[src/rtl/parity_pkg.sv]
// Shared types, defaults and width helper for the parity sequencing controller.
package parity_pkg;

    localparam int unsigned DEF_DATA_W  = 8;
    localparam int unsigned DEF_NUM_REQ = 2;

    typedef enum logic [1:0] {
        IDLE,
        SHIFT,
        DONE
    } state_e;

    typedef enum logic {
        EVEN,
        ODD
    } par_e;

    // Index width for n items; never narrower than one bit.
    function automatic int unsigned id_width(input int unsigned n);
        return (n <= 1) ? 1 : $clog2(n);
    endfunction

endpackage

[src/rtl/parity_serial_engine.sv]
// Serial even/odd parity accumulator shared by all requesters.
module parity_serial_engine
    import parity_pkg::*;
(
    input  logic clk,
    input  logic rst,
    input  logic clear,
    input  logic bit_valid,
    input  logic bit_in,
    output logic parity
);

    par_e state_q;

    // Toggle between EVEN and ODD on every valid 1 bit; clear wins over toggle.
    always_ff @(posedge clk or posedge rst) begin
        if (rst) begin
            state_q <= EVEN;
        end else if (clear) begin
            state_q <= EVEN;
        end else if (bit_valid && bit_in) begin
            state_q <= (state_q == EVEN) ? ODD : EVEN;
        end
    end

    assign parity = (state_q == ODD);

endmodule

[src/rtl/parity_seq_ctrl.sv]
// Round-robin front end that feeds requester words bit-serially through one
// parity engine and reports parity / mismatch per word.
// Optional macro PARITY_ERR_CNT_EN adds a saturating 8-bit error counter (err_cnt).
module parity_seq_ctrl
    import parity_pkg::*;
#(
    parameter int unsigned DATA_W  = DEF_DATA_W,
    parameter int unsigned NUM_REQ = DEF_NUM_REQ
) (
    input  logic                          clk,
    input  logic                          rst,
    input  logic [NUM_REQ-1:0]            req_valid,
    input  logic [NUM_REQ*DATA_W-1:0]     req_data,
    input  logic [NUM_REQ-1:0]            req_exp,
    output logic [NUM_REQ-1:0]            req_ready,
    output logic                          res_valid,
    output logic [id_width(NUM_REQ)-1:0]  res_id,
    output logic                          res_parity,
    output logic                          res_err,
    output logic                          busy
`ifdef PARITY_ERR_CNT_EN
    ,
    output logic [7:0]                    err_cnt
`endif
);

    localparam int unsigned ID_W  = id_width(NUM_REQ);
    localparam int unsigned CNT_W = id_width(DATA_W);
    localparam logic [CNT_W-1:0] LAST_BIT = CNT_W'(DATA_W - 1);

    state_e              state_q;
    logic [DATA_W-1:0]   word_q;
    logic                exp_q;
    logic [ID_W-1:0]     id_q;
    logic [ID_W-1:0]     last_q;
    logic [CNT_W-1:0]    cnt_q;
    logic                res_valid_q;
    logic [ID_W-1:0]     res_id_q;
    logic                res_parity_q;
    logic                res_err_q;

    logic [NUM_REQ-1:0]  grant_d;
    logic [ID_W-1:0]     grant_idx_d;
    logic [ID_W-1:0]     cand_d;
    logic                found_d;
    logic                accept;
    logic                eng_parity;
    logic                final_parity;

    // Round-robin search starting one past the last granted requester.
    always_comb begin
        grant_d     = '0;
        grant_idx_d = '0;
        cand_d      = '0;
        found_d     = 1'b0;
        for (int unsigned off = 1; off <= NUM_REQ; off++) begin
            cand_d = ID_W'((32'(last_q) + off) % NUM_REQ);
            if (!found_d && req_valid[cand_d]) begin
                found_d          = 1'b1;
                grant_d[cand_d]  = 1'b1;
                grant_idx_d      = cand_d;
            end
        end
    end

    // Ready is gated by rst so the async reset forces it low immediately.
    assign req_ready = (state_q == IDLE && !rst) ? grant_d : '0;
    assign accept    = (state_q == IDLE) && found_d && !rst;

    parity_serial_engine u_engine (
        .clk       (clk),
        .rst       (rst),
        .clear     (accept),
        .bit_valid (state_q == SHIFT),
        .bit_in    (word_q[0]),
        .parity    (eng_parity)
    );

    // The engine has not yet absorbed the last bit when SHIFT exits, so fold it in here.
    assign final_parity = eng_parity ^ word_q[0];

    // Sequencer: capture on accept, shift LSB first, publish results on entry to DONE.
    always_ff @(posedge clk or posedge rst) begin
        if (rst) begin
            state_q      <= IDLE;
            word_q       <= '0;
            exp_q        <= 1'b0;
            id_q         <= '0;
            last_q       <= ID_W'(NUM_REQ - 1);
            cnt_q        <= '0;
            res_valid_q  <= 1'b0;
            res_id_q     <= '0;
            res_parity_q <= 1'b0;
            res_err_q    <= 1'b0;
        end else begin
            res_valid_q <= 1'b0;
            case (state_q)
                IDLE: begin
                    if (accept) begin
                        state_q <= SHIFT;
                        word_q  <= req_data[32'(grant_idx_d) * DATA_W +: DATA_W];
                        exp_q   <= req_exp[grant_idx_d];
                        id_q    <= grant_idx_d;
                        last_q  <= grant_idx_d;
                        cnt_q   <= '0;
                    end
                end
                SHIFT: begin
                    word_q <= word_q >> 1;
                    if (cnt_q == LAST_BIT) begin
                        state_q      <= DONE;
                        res_valid_q  <= 1'b1;
                        res_id_q     <= id_q;
                        res_parity_q <= final_parity;
                        res_err_q    <= final_parity ^ exp_q;
                    end else begin
                        cnt_q <= cnt_q + 1'b1;
                    end
                end
                DONE: begin
                    state_q <= IDLE;
                end
                default: begin
                    state_q <= IDLE;
                end
            endcase
        end
    end

    assign res_valid  = res_valid_q;
    assign res_id     = res_id_q;
    assign res_parity = res_parity_q;
    assign res_err    = res_err_q;
    assign busy       = (state_q != IDLE);

`ifdef PARITY_ERR_CNT_EN
    logic [7:0] err_cnt_q;

    // Count reported parity errors, holding at 255.
    always_ff @(posedge clk or posedge rst) begin
        if (rst) begin
            err_cnt_q <= '0;
        end else if (res_valid_q && res_err_q && err_cnt_q != 8'hFF) begin
            err_cnt_q <= err_cnt_q + 8'd1;
        end
    end

    assign err_cnt = err_cnt_q;
`endif

endmodule

[config.mk]
export PLATFORM = sky130hd
export DESIGN_NAME = parity_seq_ctrl
export DESIGN_NICKNAME = d
export VERILOG_FILES = /design/src/rtl/parity_pkg.sv /design/src/rtl/parity_serial_engine.sv /design/src/rtl/parity_seq_ctrl.sv
export SDC_FILE = /design/constraint.sdc
export NUM_CORES = 1
export LEC_CHECK = 0
export BUFFER_PORTS_ARGS = -buffer_cell sky130_fd_sc_hd__buf_2
export CAP_MARGIN = 15
export CORE_UTILIZATION = 45
export CTS_CLUSTER_DIAMETER = 150
export DETAILED_ROUTE_END_ITERATION = 6
export PLACE_DENSITY = 0.79
export SYNTH_ARGS = -nofsm -noshare
export SYNTH_HDL_FRONTEND = slang
export SYNTH_HIERARCHICAL = 1
export SYNTH_SLANG_ARGS = --single-unit
[constraint.sdc]
create_clock -name clk -period 2.9 [get_ports clk]
set_input_delay 0.29 -clock clk [delete_from_list [all_inputs] [get_ports clk]]
set_output_delay 0.29 -clock clk [all_outputs]
set_load 0.05 [all_outputs]
Word level (Yosys, flattened, before mapping)
Cells that the tools add are included.
- output and inout port bits: 7
- register bits after elaboration: 21
- word-level logic and storage cells: 76
- input port bits: 22
- equal/unequal tests: 5
- $add $sub $neg: 3
- bitwise logic cells: 3
- shifts and indexed selects: 1
- muxes and demuxes: 30
- magnitude comparators: 5
- reduce and logical (&&, ||, !) cells: 18
- operators by type and width (cell ; count):
    two-way mux 1 bit ; 17
    one-hot mux 8 bit (2 select lines) ; 1
    indexed part select 16 x 5 -> 8 bit ; 1
    two-way mux 2 bit ; 5
    two-way mux 8 bit ; 1
    AND reduction 2 bit ; 4
    logical AND 1 bit ; 7
    less-than comparator 1 x 2 -> 1 bit (second input constant) ; 3
    two-way mux 3 bit ; 2
    != test 2 bit (second input constant) ; 3
    one-hot mux 3 bit (2 select lines) ; 1
    nonzero test 2 bit ; 3
    one-hot mux 2 bit (2 select lines) ; 1
    adder 3 x 1 -> 3 bit (second input constant) ; 1
    equality test 3 bit (second input constant) ; 1
    AND reduction 3 bit ; 1
    adder 1 bit (second input constant) ; 2
    demux 1 bit (select 1 bit) ; 2
    equality test 2 x 1 -> 1 bit (second input constant) ; 1
    >= comparator 1 bit (second input constant) ; 2
    zero test 1 bit ; 2
    zero test 2 bit ; 1
    OR 2 bit ; 1
    XOR 1 bit ; 2

Longest topological paths before layout
Gate-level depths: netlist of the first run.
- word-level depth: 11
- depth in mapped cells: 6
- depth with buffers taken out: 5

Cells and area by module
The synthesis of the first run kept the hierarchy.
- by module, submodules not included (module ; seq. area each (µm²) ; area each (µm²) ; instances ; cells an instance):
    parity_seq_ctrl ; 501.7 ; 1051.0 ; 1 ; 89
    parity_serial_engine ; 25.0 ; 55.1 ; 1 ; 5

Worst setup path after synthesis of the first run
OpenSTA, ideal clock, no wires.
- kind: flip-flop to output port
- start: register state_q[1]
- end: output port req_ready[0]
- data arrival time: 1673 ps
- setup slack: 937 ps
- stages on the path, launching flop included: 5
- path buffers: 1
- data required time: 2610 ps
- cell sequence: dfrtp_1 -> buf_2 -> nor3_1 -> nand2_1 -> a21oi_1
- word-level cells in the longest chain between the ends: 3
- RTL lines (what ; RTL line ; source):
    start: declaration ; parity_seq_ctrl.sv:31 ; state_e state_q;
    start signal: assignment ; parity_seq_ctrl.sv:85 ; state_q <= IDLE;
    start signal: assignment ; parity_seq_ctrl.sv:100 ; state_q <= SHIFT;
    start signal: assignment ; parity_seq_ctrl.sv:111 ; state_q <= DONE;
    zero test 2 bit ; parity_seq_ctrl.sv:67 ; assign req_ready = (state_q == IDLE && !rst) ? grant_d : '0;
    logical AND 1 bit ; parity_seq_ctrl.sv:67 ;
    two-way mux 2 bit ; parity_seq_ctrl.sv:67 ;
    end: declaration ; parity_seq_ctrl.sv:15 ; output logic [NUM_REQ-1:0] req_ready,
No other way between the ends.

Final worst setup path of the first run
- start: input port rst
- end: output port req_ready[0]
- word-level cells in the longest chain between the ends: 3
- RTL lines (what ; RTL line ; source):
    start: declaration ; parity_seq_ctrl.sv:11 ; input logic rst,
    zero test 1 bit (no line) ; n/a ;
    logical AND 1 bit ; parity_seq_ctrl.sv:67 ;
    two-way mux 2 bit ; parity_seq_ctrl.sv:67 ;
No other way between the ends.

==> results of run 1 <==
-- cells in the mapped netlist --
cell / count
sky130_fd_sc_hd__dfrtp_1: 20
sky130_fd_sc_hd__inv_1: 8
sky130_fd_sc_hd__a221o_1: 7
sky130_fd_sc_hd__a22o_1: 7
sky130_fd_sc_hd__mux2_4: 7
sky130_fd_sc_hd__nand2_1: 6
sky130_fd_sc_hd__mux2i_1: 3
sky130_fd_sc_hd__o21ai_0: 3
sky130_fd_sc_hd__a21oi_1: 2
sky130_fd_sc_hd__buf_2: 2
sky130_fd_sc_hd__ha_1: 2
sky130_fd_sc_hd__nand3b_1: 2
sky130_fd_sc_hd__o22ai_1: 2
sky130_fd_sc_hd__a21bo_1: 1
sky130_fd_sc_hd__a21boi_1: 1
sky130_fd_sc_hd__a21oi_2: 1
sky130_fd_sc_hd__a31oi_1: 1
sky130_fd_sc_hd__and2_1: 1
sky130_fd_sc_hd__buf_4: 1
sky130_fd_sc_hd__buf_6: 1
sky130_fd_sc_hd__clkbuf_1: 1
sky130_fd_sc_hd__dfstp_2: 1
sky130_fd_sc_hd__mux2_1: 1
sky130_fd_sc_hd__mux2_2: 1
sky130_fd_sc_hd__nand2b_1: 1
sky130_fd_sc_hd__nor2_1: 1
sky130_fd_sc_hd__nor2b_1: 1
sky130_fd_sc_hd__nor3_1: 1
sky130_fd_sc_hd__nor3_2: 1
sky130_fd_sc_hd__o21ba_2: 1
sky130_fd_sc_hd__o21bai_1: 1
sky130_fd_sc_hd__o31ai_1: 1
sky130_fd_sc_hd__or2_1: 1
sky130_fd_sc_hd__or3b_1: 1
sky130_fd_sc_hd__xnor2_1: 1
sky130_fd_sc_hd__xor2_1: 1
-- flip-flops by register name, summed over array words and instances (netlist names) --
| register | cells |
|---|---|
| cnt_q | 3 |
| exp_q | 1 |
| id_q | 1 |
| last_q | 1 |
| res_err | 1 |
| res_id | 1 |
| res_parity | 1 |
| res_valid | 1 |
| state_q | 2 |
| u_engine/parity | 1 |
| word_q | 8 |
-- report_power, final --
| part | internal (W) | total (W) | switching, W | leakage [nW] |
|---|---|---|---|---|
| logic | 0.000256 | 0.000600 | 0.000344 | 0.396 |
| registers | 0.000424 | 0.000522 | 0.0000978 | 0.263 |
| clock network | 0.0000539 | 0.000143 | 0.0000895 | 0.0150 |
-- cell type report --
class / instances / share of cell area (%)
well taps: 28 / 2.69
inverters: 8 / 2.31
clock buffers: 4 / 2.02
flip-flops and latches: 21 / 40.5
repair buffers: 31 / 12.7
multi-input cells: 60 / 39.7
-- critical path: cells and delay by family --
kind,cells,cell delay [ns]
buf+inv,3,0.97
simple gates,2,0.44
compound gates,1,0.12
-- path summary, 6_finish.rpt --
path,from,end,slack (ns),depth (start not counted)
hold / removal,req_valid[0],last_q,0.16,2
setup / recovery,rst,req_ready[0],0.79,6
min in group asynchronous,rst,u_engine/parity,0.40,3
hold reg to reg,res_err,res_err,0.49,2
max in group asynchronous,rst,state_q[1],1.74,3
setup reg to reg,state_q[1],exp_q,1.16,3
-- stage by stage --
stage	utilization [%]	total power, W	setup WS (ns)	cell area [um2]	hold WS (ns)
after floorplan	-	0.00100	0.937	1110	0.0187
after global placement	56.0	0.00109	1.25	1260	0.185
after detailed placement	56.0	0.00113	1.16	1260	0.189
after CTS	57.7	0.00128	0.800	1300	0.147
after global routing	57.7	0.00136	0.714	1300	0.168
final	57.7	0.00126	0.790	1300	0.160
-- layer usage --
| layer | routed length (um) | global-route usage [%] | up-vias |
|---|---|---|---|
| li1 | - | - | 403 |
| met1 | 922 | 25.7 | 417 |
| met2 | 1090 | 28.8 | 23 |
| met3 | 110 | 2.92 | 2 |
| met4 | 31 | 10.4 | 0 |
| met5 | 0 | 0 | - |
-- timing repair --
| item | in CTS | in global routing |
|---|---|---|
| endpoints found under the hold margin | 1 | 0 |
| resized for setup | 0 | 0 |
| setup buffers | 0 | 0 |
| hold buffers | 1 | 0 |
-- kinds of logic (layout without fill, tap and decap cells) --
group                    after synthesis  in the layout  share of synthesized area, %
AND/OR/NAND/NOR                       16             16                          8.15
flip-flops                            21             21                          47.6
buffers and inverters                 13             43                          5.66
multiplexers                          12             12                          14.3
AO/OA/AOI/OAI                         28             28                          20.5
adder cells (fa/ha/maj)                2              2                          2.26
XOR/XNOR                               2              2                          1.58
==> flow_summary.json, run 1 <==
{
  "core_mm2": 0.00225,
  "die-width_um": 51.6,
  "path_cells": "dlygate4sd3_1, buf_2, nor3_1, nand2_1, a21oi_1, buf_2",
  "status": "finished, final reports clean",
  "drv_cap": 0,
  "ir_drop_uv": 616,
  "synth_seq_area_share_pct": 47.6,
  "endpoint_kind": "primary output",
  "syn2layout_area_growth_pct": 17.5,
  "dpl.cell_count": 147,
  "grt_antenna_before_repair": 0,
  "arrival_ns": 1.82,
  "grt_use_total_pct": 18.9,
  "remaining_drc_errors": 0,
  "synthesis.area_per_instance_um2": 11.8,
  "final_layout_size_suffix_gt1_share_pct": 36.3,
  "syn-cell-area_mm2": 0.00111,
  "critical_path.max_stage_delay_ns": 0.54,
  "synth_top_cells_by_area": "sky130_fd_sc_hd__dfrtp_1 (45%), sky130_fd_sc_hd__mux2_4 (9.5%), sky130_fd_sc_hd__a221o_1 (6.3%)",
  "dieArea_mm2": 0.00266,
  "fmaxAchievable_mhz": 474,
  "clk-insertion-delay-late_ns": 0.31,
  "cp_slowest_cell": "sky130_fd_sc_hd__dlygate4sd3_1",
  "maxSlewHeadroom_pct": 51.1,
  "mostFrequentLayoutCells": "sky130_fd_sc_hd__buf_2 (28), sky130_fd_sc_hd__dfrtp_1 (20), sky130_fd_sc_hd__inv_1 (8)",
  "fillerInstances": 200,
  "drt_pre_antenna_iters": 4,
  "post_synth_num_cell_types": 36,
  "gpl.final_weighted_congestion": 0.798,
  "drt.antenna.violating_nets": 0,
  "synth.net_count": 118,
  "setup_repair_after_global_routing_missed_its_margin": "no",
  "top_fanout_value_on_the_critical_path": 6,
  "place.port_buffers": 28,
  "route.detailed.vias_per_inst": 5.56,
  "fin_cells": 152,
  "multiInputGateArea_um2": 517,
  "leakagePower_nw": 0.674,
  "most_common_cell_after_layout_fill_and_taps_aside": "sky130_fd_sc_hd__buf_2",
  "finalClockSkew_ns": 0.00447,
  "cts-root-to-sink-buffers": 2,
  "worst_pin_slew_ns": 0.733,
  "cts-htree-levels": 1,
  "final_period_demand_of_the_worst_path_ns": 2.11,
  "dr_total_vias": 845,
  "number_of_global_route_vias_before_repair": 776,
  "floorplan.initialDensity_pct": 49.1,
  "final_max_tran_viols": 0,
  "synthDominantAreaCellType": "sky130_fd_sc_hd__dfrtp_1",
  "nNetsFinal": 149,
  "yosys_warnings": 6,
  "critical_path_required_ns": 2.61,
  "synth.ff_latch_count": 21,
  "route.detailed.wl_per_inst_um": 14.2,
  "worstSetupStartpointType": "input pin",
  "netlist_instances": 94,
  "fp.dieH_um": 51.6,
  "critical_path.most_common_cell": "sky130_fd_sc_hd__buf_2",
  "setup_viol_count_final": 0,
  "dp_hpwl_mm": 1.66,
  "setup-tns-final_ns": 0,
  "drt_wl_total_mm": 2.15,
  "yosys.area.top_type_share_pct": 45.2,
  "grt_start_max_net_pins": 21,
  "grt_pass1_wl_mm": 3.56,
  "boundaryPins": 29,
  "cts.clk_slew.worst_paths_ns": 0.11,
  "clock-sinks": 21,
  "floorplan.rows": 17,
  "hp-class": "in2reg",
  "gr-total-overflow": 0,
  "tritoncts": "built",
  "cts-buffers-inserted": 3,
  "drt_first_iter_violations": 27,
  "clockRootBuffer": "sky130_fd_sc_hd__clkbuf_4",
  "regArea_um2": 527,
  "timing_worst_setup_path_type": "in2out",
  "final_hold_violations": 0,
  "cellPowerDensity_mw_per_mm2": 973,
  "num_antenna_cells": 0,
  "timing.final.crit_share_pct": 72.8
}
(Power assumes the default switching activity.)
==> run 2: changes to the inputs <==
Clock period 2.9 ns to 2.15 ns, I/O delays scaled along.
==> flow_summary.json, run 2 (synthesis results as in run 1) <==
{
  "status": "finished, final reports clean",
  "layout.cell_area.non_filler_mm2": 0.00131,
  "leakagePower_nw": 0.683,
  "place.port_buffers": 28,
  "grt_start_max_net_pins": 21,
  "p_comb_share_pct": 47.5,
  "cellPowerDensity_mw_per_mm2": 1300,
  "boundaryPins": 29,
  "fillerInstances": 201,
  "clock-sinks": 21,
  "critical_path.max_stage_delay_ns": 0.54,
  "core_mm2": 0.00225,
  "drt_first_iter_violations": 29,
  "regArea_um2": 527,
  "syn2layout_area_growth_pct": 18.8,
  "cts.clk_slew.worst_paths_ns": 0.12,
  "crit_path_start": "state_q[1]",
  "dieArea_mm2": 0.00266,
  "grt_use_total_pct": 18.3,
  "power.internal_w": 0.000992,
  "fin_cells": 153,
  "gr-total-overflow": 0,
  "worstSetupEndpoint": "req_ready[1]",
  "regToRegStartpoint": "last_q",
  "hold_path_depth": 2,
  "dr_total_vias": 855,
  "drt_wl_total_mm": 2.18,
  "finalClockSkew_ns": 0.00827,
  "most_flops_register": "word_q",
  "drt_pre_antenna_iters": 4,
  "multiInputGateArea_um2": 522,
  "most_common_cell_after_layout_fill_and_taps_aside": "sky130_fd_sc_hd__buf_2",
  "floorplan.initialDensity_pct": 49.1,
  "final_period_demand_of_the_worst_path_ns": 1.86,
  "clockRootBuffer": "sky130_fd_sc_hd__clkbuf_4",
  "setup_repair_after_global_routing_missed_its_margin": "no",
  "timing.final.crit_share_pct": 86.4,
  "route.detailed.vias_per_inst": 5.59,
  "worst-r2r-setup-slack_ns": 0.43,
  "critical_path.n_buffers_inverters": 1,
  "dpl-instance-area_mm2": 0.00127,
  "cp_slowest_cell": "sky130_fd_sc_hd__dfrtp_1",
  "endpoint_kind": "primary output",
  "die-width_um": 51.6,
  "hp-class": "in2reg",
  "path_cells": "nor3_2, and2_1, buf_2",
  "share_seq_of_total_power_pct": 41.5,
  "grt_antenna_before_repair": 0,
  "drv_cap": 0,
  "timing.rr.end": "word_q[5]",
  "fp.dieH_um": 51.6,
  "nNetsFinal": 150,
  "remaining_drc_errors": 0,
  "number_of_global_route_vias_before_repair": 814,
  "switching_share_pct": 42.1,
  "worstSetupStartpointType": "flop",
  "floorplan.rows": 17,
  "num_antenna_cells": 0,
  "drt.antenna.violating_nets": 0,
  "grt_pass1_wl_mm": 3.62,
  "cts-root-to-sink-buffers": 2,
  "timing_worst_setup_path_type": "reg2out",
  "final_hold_violations": 0,
  "route.detailed.wl_per_inst_um": 14.2,
  "tritoncts": "built",
  "cts-htree-levels": 1,
  "dp_hpwl_mm": 1.67,
  "reg2regPathDepth": 4,
  "mostFrequentLayoutCells": "sky130_fd_sc_hd__buf_2 (28), sky130_fd_sc_hd__dfrtp_1 (20), sky130_fd_sc_hd__inv_1 (8)",
  "final_max_tran_viols": 0,
  "worst_pin_slew_ns": 0.750,
  "net-switching-power_w": 0.000721,
  "ir_drop_uv": 818,
  "critical_path_cell_count": 3,
  "top_regs": "word_q x8, cnt_q x3, state_q x2",
  "cts-buffers-inserted": 3,
  "setup_viol_count_final": 0,
  "gpl.final_weighted_congestion": 0.763,
  "final_layout_size_suffix_gt1_share_pct": 38.4,
  "arrival_ns": 1.64,
  "report.power.total_w": 0.00171,
  "share_clk_of_total_power_pct": 11.0,
  "fmaxAchievable_mhz": 538,
  "dpl.cell_count": 148,
  "top_fanout_value_on_the_critical_path": 12,
  "largest_register_ffs": 8,
  "critical_path_required_ns": 1.93,
  "setup-tns-final_ns": 0,
  "clk-insertion-delay-late_ns": 0.31,
  "maxSlewHeadroom_pct": 50.0,
  "cp_top_family": "flip-flops"
}
-- run 2: worst min-delay path by stage --
| stage | startpoint | end |
|---|---|---|
| floorplan | rst | u_engine/parity |
| detailed placement | rst | u_engine/parity |
| CTS | req_valid[0] | last_q |
| global route | req_valid[0] | last_q |
| finish | req_valid[0] | last_q |
| global placement | rst | u_engine/parity |
-- run 2: worst register-to-register path, cell delays in order, from the launching register on --
cell and delay [ns]:
sky130_fd_sc_hd__dfstp_2 0.40, sky130_fd_sc_hd__a21boi_1 0.34, sky130_fd_sc_hd__buf_4 0.27, sky130_fd_sc_hd__mux2_4 0.31
sky130_fd_sc_hd__a221o_1 0.29
-- run 2: cell type report --
class / count / area share, %
Multi-Input combinational cell: 60 / 39.7
Clock buffer: 3 / 1.71
Inverter: 8 / 2.29
Sequential cell: 21 / 40.1
Clock inverter: 1 / 0.381
Tap cell: 28 / 2.67
Timing Repair Buffer: 32 / 13.1
-- run 2: timing repair --
item / CTS / global route
setup buffers: 0 / 0
gates resized for setup: 0 / 1
hold endpoints to repair: 1 / 0
hold buffers: 1 / 0
setup endpoints to repair: 0 / 2
-- run 2: layer usage --
metal | vias to the layer above | share of wire [%] | GRT usage, %
li1 | 406 | - | -
met1 | 424 | 44 | 25.0
met2 | 21 | 50 | 30.1
met3 | 4 | 3.3 | 2.05
met4 | 0 | 2.2 | 6.76
met5 | - | 0 | 0
-- run 2: power groups by stage --
stage	combinational, W	clock (W)	sequential [W]
floorplan	0.000566	0	0.000783
global placement	0.000780	0	0.000698
detailed placement	0.000810	0	0.000714
CTS	0.000816	0.000193	0.000706
global route	0.000892	0.000206	0.000732
finish	0.000813	0.000189	0.000711
-- run 2: metrics by stage --
step	setup WS (ns)	hold WS, ns	utilization [%]
2_1_floorplan	0.262	-0.0563	-
3_3_place_gp	0.507	0.113	56.4
3_5_place_dp	0.451	0.109	56.4
4_1_cts	0.172	0.0880	58.0
5_1_grt	0.0897	0.102	58.3
6_report	0.292	0.0908	58.3
==> run 3: changes to the inputs <==
Settings changed: ABC_AREA from default to 1, PLACE_DENSITY 0.79 to 0.78.
==> flow_summary.json, run 3 <==
{
  "most_flops_register": "word_q",
  "dr_total_vias": 1009,
  "final_layout_size_suffix_gt1_share_pct": 24.9,
  "grt_util_met2_pct": 35.9,
  "floorplan.initialDensity_pct": 49.6,
  "post_synth_num_cell_types": 20,
  "synth_top_flop_cell": "sky130_fd_sc_hd__dfrtp_1",
  "dieArea_mm2": 0.00276,
  "drv_cap": 0,
  "power.internal_w": 0.000905,
  "mostFrequentLayoutCells": "sky130_fd_sc_hd__nand2_1 (42), sky130_fd_sc_hd__nand3_1 (28), sky130_fd_sc_hd__buf_2 (28)",
  "hp-class": "in2reg",
  "boundaryPins": 29,
  "fillerInstances": 237,
  "endpoint_kind": "primary output",
  "fp.dieH_um": 52.6,
  "cts-root-to-sink-buffers": 2,
  "maxSlewHeadroom_pct": 65.4,
  "synthDominantAreaCellType": "sky130_fd_sc_hd__dfrtp_1",
  "switching_share_pct": 46.4,
  "globalRoute.busiestLayer": "met2",
  "ys_async_sr_fraction_pct": 100,
  "largest_register_ffs": 8,
  "arrival_ns": 1.75,
  "final_max_tran_viols": 0,
  "grt_pass1_wl_mm": 3.84,
  "drt.antenna.violating_nets": 0,
  "layout.cell_area.non_filler_mm2": 0.00135,
  "drt_pre_antenna_iters": 4,
  "cellPowerDensity_mw_per_mm2": 1250,
  "clk-insertion-delay-late_ns": 0.30,
  "p_comb_share_pct": 48.8,
  "netlist_instances": 146,
  "cts-buffers-inserted": 3,
  "nNetsFinal": 202,
  "clockRootBuffer": "sky130_fd_sc_hd__clkbuf_4",
  "ir_drop_uv": 776,
  "cts-htree-levels": 1,
  "floorplan.rows": 17,
  "grt_util_met1_pct": 22.3,
  "gr-total-overflow": 0,
  "final_hold_violations": 0,
  "dp_hpwl_mm": 1.79,
  "dpl-instance-area_mm2": 0.00131,
  "place.port_buffers": 28,
  "num_antenna_cells": 0,
  "setup_repair_after_global_routing_missed_its_margin": "no",
  "top_regs": "word_q x8, cnt_q x3, state_q x2",
  "net-switching-power_w": 0.000784,
  "grt_start_max_net_pins": 22,
  "worst_pin_slew_ns": 0.519,
  "worstSetupStartpointType": "input pin",
  "leakagePower_nw": 0.769,
  "synth.ff_latch_count": 21,
  "fmaxAchievable_mhz": 508,
  "share_clk_of_total_power_pct": 11.3,
  "worst_hold_slack_ns": 0.183,
  "drt_first_iter_violations": 6,
  "grt_use_total_pct": 19.5,
  "synth_top_cells_by_area": "sky130_fd_sc_hd__dfrtp_1 (44%), sky130_fd_sc_hd__nand2_1 (14%), sky130_fd_sc_hd__nand3_1 (12%)",
  "yosys_warnings": 6,
  "setup-tns-final_ns": 0,
  "core_mm2": 0.00232,
  "multiInputGateArea_um2": 505,
  "synth_common_cells": "sky130_fd_sc_hd__nand2_1 (42), sky130_fd_sc_hd__nand3_1 (28), sky130_fd_sc_hd__inv_1 (23), sky130_fd_sc_hd__dfrtp_1 (20), sky130_fd_sc_hd__nand3b_1 (7)",
  "syn-cell-area_mm2": 0.00115,
  "route.detailed.wl_per_inst_um": 10.9,
  "cts.clk_slew.worst_paths_ns": 0.12,
  "cts_repair_resize_count": 0,
  "setup_viol_count_final": 0,
  "met3_usage_pct": 4.35,
  "tritoncts": "built",
  "yosys.area.top_type_share_pct": 43.5,
  "syn2layout_area_growth_pct": 17.3,
  "finalClockSkew_ns": 0.00191,
  "number_of_global_route_vias_before_repair": 931,
  "post-synth-top-count-cell": "sky130_fd_sc_hd__nand2_1",
  "grt_antenna_before_repair": 0,
  "timing_worst_setup_path_type": "in2out",
  "clock-sinks": 21,
  "die-width_um": 52.6,
  "share_seq_of_total_power_pct": 39.8,
  "most_common_cell_after_layout_fill_and_taps_aside": "sky130_fd_sc_hd__nand2_1",
  "timing.final.crit_share_pct": 91.6,
  "synth_seq_area_share_pct": 45.8,
  "synth.net_count": 170,
  "route.detailed.vias_per_inst": 4.92,
  "remaining_drc_errors": 0,
  "final_period_demand_of_the_worst_path_ns": 1.97,
  "gpl.final_weighted_congestion": 0.776,
  "drt_wl_total_mm": 2.23,
  "status": "finished, final reports clean",
  "regArea_um2": 527,
  "critical_path_required_ns": 1.93,
  "synthesis.area_per_instance_um2": 7.88,
  "top_fanout_value_on_the_critical_path": 14,
  "synth_edf_count": 0
}
==> run 3: cell count changes after synthesis, moves of 4 or more <==
cell / delta
sky130_fd_sc_hd__a221o_1: -7
sky130_fd_sc_hd__a22o_1: -7
sky130_fd_sc_hd__inv_1: +15
sky130_fd_sc_hd__mux2_4: -7
sky130_fd_sc_hd__nand2_1: +36
sky130_fd_sc_hd__nand3_1: +28
sky130_fd_sc_hd__nand3b_1: +5
sky130_fd_sc_hd__nor2_1: +4
==> run 3: layout make-up <==
type / count / area share [%]
clock buffers: 3 / 1.67
repair buffers: 30 / 11.7
clock inverters: 1 / 0.371
multi-input cells: 97 / 37.5
flip-flops and latches: 21 / 39.1
well taps: 28 / 2.60
inverters: 25 / 7.14
==> run 3: worst max-delay path, cell delays in order <==
cell and delay (ns):
sky130_fd_sc_hd__dlygate4sd3_1 0.53, sky130_fd_sc_hd__buf_2 0.12, sky130_fd_sc_hd__inv_1 0.07, sky130_fd_sc_hd__nand2_1 0.10, sky130_fd_sc_hd__nor2_4 0.25, sky130_fd_sc_hd__nand2_1 0.14, sky130_fd_sc_hd__inv_1 0.07, sky130_fd_sc_hd__buf_2 0.25
==> run 3: metrics by stage <==
stage               worst slack [ns]  total power (W)  util [%]  instances
finish                         0.181          0.00169      58.2        205
CTS                            0.183          0.00171      58.2        205
detailed placement             0.554          0.00152      56.6        200
global route                  0.0490          0.00185      58.2        205
floorplan                      0.354          0.00134         -        146
global placement               0.604          0.00148      56.6        200
==> run 3: what timing repair did <==
action                    4_1_cts  5_1_grt
buffers inserted                0        0
hold buffers                    1        0
hold endpoints to repair       20        0
==> run 3: worst paths after layout <==
check / from / to / slack (ns) / cells after the start
setup / recovery: rst / req_ready[1] / 0.18 / 8
hold / removal: req_exp[0] / exp_q / 0.18 / 3
setup reg to reg: cnt_q[0] / cnt_q[0] / 0.72 / 6
hold reg to reg: res_err / res_err / 0.49 / 2
max in group asynchronous: rst / last_q / 1.37 / 4
min in group asynchronous: rst / u_engine/parity / 0.27 / 3
==> run 3: cells by family after synthesis <==
| kind of cell | share of synthesized area [%] |
|---|---|
| AOI/OAI and AO/OA | 4.03 |
| adders and majority gates | 2.18 |
| buffers and inverters | 10.2 |
| DFF | 45.8 |
| muxes | 0.871 |
| and+or+nand+nor | 36.9 |
==> run 3: power groups by stage <==
stage                     clock network [W]  registers (W)  logic, W
after CTS                          0.000199       0.000675  0.000840
after detailed placement                  0       0.000684  0.000838
final                              0.000191       0.000673  0.000825
after global placement                    0       0.000675  0.000801
after floorplan                           0       0.000761  0.000576
after global routing               0.000215       0.000693  0.000938
==> run 3: routing by layer <==
metal,up-vias,share of wire (%)
li1,525,-
met1,459,43
met2,21,53
met3,4,3.6
met4,0,1.0
met5,-,0
